## src/rtl/score_board.sv

```systemverilog
// Purpose : GPR producer scoreboard; tracks where in the pipeline (execute/memory/commit)
//           the youngest producer of each GPR sits so the bypass mux can pick its source.
// Latency : lookup is combinational from registered state; an issue is visible 1 cycle later.
// Backpressure: i_advance=0 freezes all entries and ignores issue; i_flush clears everything.
//
// Ports:
//   i_clk, i_rst_n        clock, asynchronous active-low reset
//   i_advance, i_flush    pipeline move / discard all in-flight producers
//   i_issue_valid/we/dst/load  per-line (0/1) issue information
//   i_src_idx             four source slots (0/1 -> line 0, 2/3 -> line 1)
//   o_score_board_data    per slot one-hot position {ex,mem,commit} and producing line
//   o_load_use_stall      some source depends on a load still in execute

package score_board_pkg;
    typedef struct packed {
        logic [2:0] position;   // [2]=execute, [1]=memory, [0]=commit, 000=register file
        logic       line;
    } score_board_data_t;
endpackage

module score_board
    import score_board_pkg::*;
(
    input  logic                    i_clk,
    input  logic                    i_rst_n,
    input  logic                    i_advance,
    input  logic                    i_flush,
    input  logic [1:0]              i_issue_valid,
    input  logic [1:0]              i_issue_we,
    input  logic [1:0][4:0]         i_issue_dst,
    input  logic [1:0]              i_issue_load,
    input  logic [3:0][4:0]         i_src_idx,
    output score_board_data_t [3:0] o_score_board_data,
    output logic                    o_load_use_stall
);

    // GPR 0 is hardwired zero and never has a producer, so entries start at 1.
    logic [2:0] r_pos  [1:31];
    logic       r_line [1:31];
    logic       r_load [1:31];

    logic [2:0] w_pos_nxt  [1:31];
    logic       w_line_nxt [1:31];
    logic       w_load_nxt [1:31];

    logic [1:0] w_issue_hit;

    always_comb begin
        for (int l = 0; l < 2; l++) begin
            w_issue_hit[l] = i_issue_valid[l] & i_issue_we[l] & (i_issue_dst[l] != 5'd0);
        end
    end

    always_comb begin
        for (int e = 1; e < 32; e++) begin
            w_pos_nxt[e]  = r_pos[e];
            w_line_nxt[e] = r_line[e];
            w_load_nxt[e] = r_load[e];
            if (i_flush) begin
                w_pos_nxt[e]  = 3'b000;
                w_line_nxt[e] = 1'b0;
                w_load_nxt[e] = 1'b0;
            end else if (i_advance) begin
                // One-hot shift; after any shift the entry has left execute, so the
                // load flag no longer matters and is dropped.
                w_pos_nxt[e]  = r_pos[e] >> 1;
                w_load_nxt[e] = 1'b0;
                // Line 1 is evaluated last so it wins a same-destination collision.
                for (int l = 0; l < 2; l++) begin
                    if (w_issue_hit[l] && (i_issue_dst[l] == 5'(e))) begin
                        w_pos_nxt[e]  = 3'b100;
                        w_line_nxt[e] = l[0];
                        w_load_nxt[e] = i_issue_load[l];
                    end
                end
            end
        end
    end

    always_ff @(posedge i_clk or negedge i_rst_n) begin
        if (!i_rst_n) begin
            for (int e = 1; e < 32; e++) begin
                r_pos[e]  <= 3'b000;
                r_line[e] <= 1'b0;
                r_load[e] <= 1'b0;
            end
        end else begin
            for (int e = 1; e < 32; e++) begin
                r_pos[e]  <= w_pos_nxt[e];
                r_line[e] <= w_line_nxt[e];
                r_load[e] <= w_load_nxt[e];
            end
        end
    end

    // Lookup reads registered state only; same-cycle issues are not forwarded here.
    always_comb begin
        o_load_use_stall = 1'b0;
        for (int s = 0; s < 4; s++) begin
            o_score_board_data[s] = '0;
            if (i_src_idx[s] != 5'd0) begin
                o_score_board_data[s].position = r_pos[i_src_idx[s]];
                o_score_board_data[s].line     = r_line[i_src_idx[s]];
                o_load_use_stall = o_load_use_stall
                                 | (r_pos[i_src_idx[s]][2] & r_load[i_src_idx[s]]);
            end
        end
    end

endmodule

```

## config.mk

```make
export PLATFORM = sky130hd
export DESIGN_NAME = score_board
export DESIGN_NICKNAME = d
export VERILOG_FILES = /design/src/rtl/score_board.sv
export SDC_FILE = /design/constraint.sdc
export NUM_CORES = 1
export LEC_CHECK = 0
export BUFFER_PORTS_ARGS = -buffer_cell sky130_fd_sc_hd__buf_2
export CORE_AREA = 4 4 154 156
export DETAILED_ROUTE_END_ITERATION = 8
export DIE_AREA = 0 0 158 160
export PLACE_DENSITY_LB_ADDON = 0.25
export RECOVER_POWER = 50
export SLEW_MARGIN = 20
export SYNTH_ARGS = -nofsm -noshare
export SYNTH_HDL_FRONTEND = slang
export SYNTH_SLANG_ARGS = --single-unit
```

## constraint.sdc

```tcl
create_clock -name i_clk -period 6.1 [get_ports i_clk]
set_input_delay 0.305 -clock i_clk [delete_from_list [all_inputs] [get_ports i_clk]]
set_output_delay 0.305 -clock i_clk [all_outputs]
set_load 0.01 [all_outputs]
```

==> results.ini <==
[synthesis]
ys_warn_count=0
synth_area_leaders=dfrtp_1 (32%), mux4_2 (30%), a21oi_1 (4.3%)
synth_top_area_share_pct=31.8
synth_commonest_cells=mux4_2 (162), dfrtp_1 (155), nand2_1 (137)
synthCells=1135
ys_async_sr_fraction_pct=100
syn_area_um2=12200
synth_top_area_cell=dfrtp_1
ys.flop_type=dfrtp_1
ys_types=54
synth.most_common_cell=mux4_2
synth_edf_count=0
yosysSeqAreaShare_pct=31.8
syn_nets=1175
syn_avg_cell_area_um2=10.8
yosys_register_bits=155

[worst_setup_path]
cp.arrival_ns=3.51
worstPathRequired_ns=5.87
reg2reg_slack_ns=5.15
crit_cells=2
cp_slowest_cell=clkbuf_1
worstReg2RegStart=r_pos[89]
path_delay_family=buffers and inverters
path_cells=buf_6, clkbuf_1
reg2reg_depth=2
crit_buf_inv=2
cp-start-kind=primary input
cp-end-kind=asynchronous set/reset pin
slowest_delay_ns=2.46
path_max_fanout=93
criticalPathCategory=in2async
r2r-end=r_pos[89]

[layout]
diodes=0
drive_above_1_share_pct=26.9
fill_cells=1893
area_growth_pct=6.64
finalNetCount=1154

[clocking]
cts.sinks=155
root_buffer=clkbuf_16
hold_buffers=0
cts_buffers=17
clkTransAtPathRegs_ns=0.06
post_cts_buffers=0
cts_tree=built
cts.path.max_buffers=2
insertion_delay_ns=0.44
post_cts_resized=0
htree_levels=4

[power_and_ir_drop]
power-per-cell-area_nw_per_um2=192
p_leak_nw=4.93
ir_drop_v=0.000159
pwr-share-clk_pct=44.1
switching_share_pct=28.8
combPwrFrac_pct=13.8
seqPwrFrac_pct=42.2
cellInternalPower_mw=1.78
power.switching_mw=0.721

[timing]
hold_viol=50
final.setup.tns_ns=0
worst_slew_pin_slew_ns=3.42
relSlewSlack_pct=-128
setup_viol=0
maxSlewViolCount=118
period_minus_slack_ns=3.74
period_share_pct=61.3
fmax_mhz=268
whs_ns=-0.0410
rsz0062_at_grt=no
finClkSkew_ns=0.00657

[global_routing]
grt_pass1_vias=10200
grt_overflow_total=0
grt_usage_pct=33.0
antenna_found_initial=0
grt_pass1_wl_mm=62.9
grt_max_degree=100

[floorplan]
core_um2=22400
std_cell_rows=55
die_y_um=160
dieArea_um2=25300
die_w_um=158
initial_core_util_pct=54.6
io_pins=57

[drt]
drc=0
drt_iter0_markers=1407
post_drt_wl_per_cell_um=28.9
vias_per_cell=7.45
antenna_left=0
first_pass_iters=5
wirelength_mm=40.8
vias=10500

[placement]
place.port_buffers=56
finalWeightedCongestion=0.983
hpwl_mm=27.8

[flow_run]
drv_cap=2

[run_status]
violations=hold timing, capacitance limit, slew limit
status=finished, violations left

[hold_path]
worstHoldPathType=in2async

## placed cells by master, fill, tap and decap left out, types with 32 or more instances in the layout
cell type,instances
a21oi_1,105
buf_2,52
dfrtp_1,155
mux2_2,32
mux2i_1,38
mux4_2,162
nand2_1,137
nand3_1,70
nor2_1,90
o21ai_0,34
## metrics by stage
stage               util [%]  setup slack (ns)  instance area [um^2]  cells  total power [mW]
floorplan                  -              3.70                 12200   1135              1.30
global route            58.2              1.51                 13000   1412              2.58
CTS                     58.2              2.76                 13000   1412              2.50
global placement        55.5              2.77                 12400   1380              1.41
finish                  58.2              2.36                 13000   1412              2.50
detailed placement      55.5              2.76                 12400   1380              1.41
## registers in the layout, summed over array words and instances (netlist names)
register	count
r_load	31
r_pos	93
r_line	31
## final cells by class
cell class	instances	area [um^2]	share of cell area, %
clock buffer	20	457	3.51
clock inverter	12	139	1.07
inverter	5	18.8	0.144
multi-input combinational	867	7790	59.8
sequential	155	3880	29.8
tap	285	357	2.74
timing repair buffer	68	377	2.89
## power by group through the flow
stage / registers (mW) / logic [mW] / clock network, mW
CTS: 1.05 / 0.341 / 1.11
floorplan: 1.07 / 0.234 / 0
global placement: 1.07 / 0.337 / 0
detailed placement: 1.07 / 0.340 / 0
finish: 1.05 / 0.345 / 1.10
global route: 1.05 / 0.369 / 1.15
## layer usage
metal / GRT usage (%) / wire length, um
met4: 15.0 / 2130
met1: 46.2 / 15200
met3: 9.13 / 4800
met2: 48.2 / 18700
met5: 0 / 0
## kinds of logic (layout without fill, tap and decap cells)
group	after synthesis	in the layout	share of synthesized area [%]
DFF	155	155	31.8
and+or+nand+nor	383	383	14.3
AOI/OAI and AO/OA	250	250	13.0
buffers and inverters	113	105	4.47
muxes	234	234	36.4
## how the worst max path moves through the flow
stage / start / slack, ns / end
after floorplan: i_src_idx[6] / 3.70 / o_score_board_data[4]
after global placement: i_src_idx[15] / 2.77 / o_load_use_stall
after detailed placement: i_src_idx[15] / 2.76 / o_load_use_stall
after CTS: i_src_idx[15] / 2.76 / o_load_use_stall
after global routing: i_rst_n / 1.51 / r_pos[44]
final: i_rst_n / 2.36 / r_pos[44]
Power figures use the tool's default switching activity.
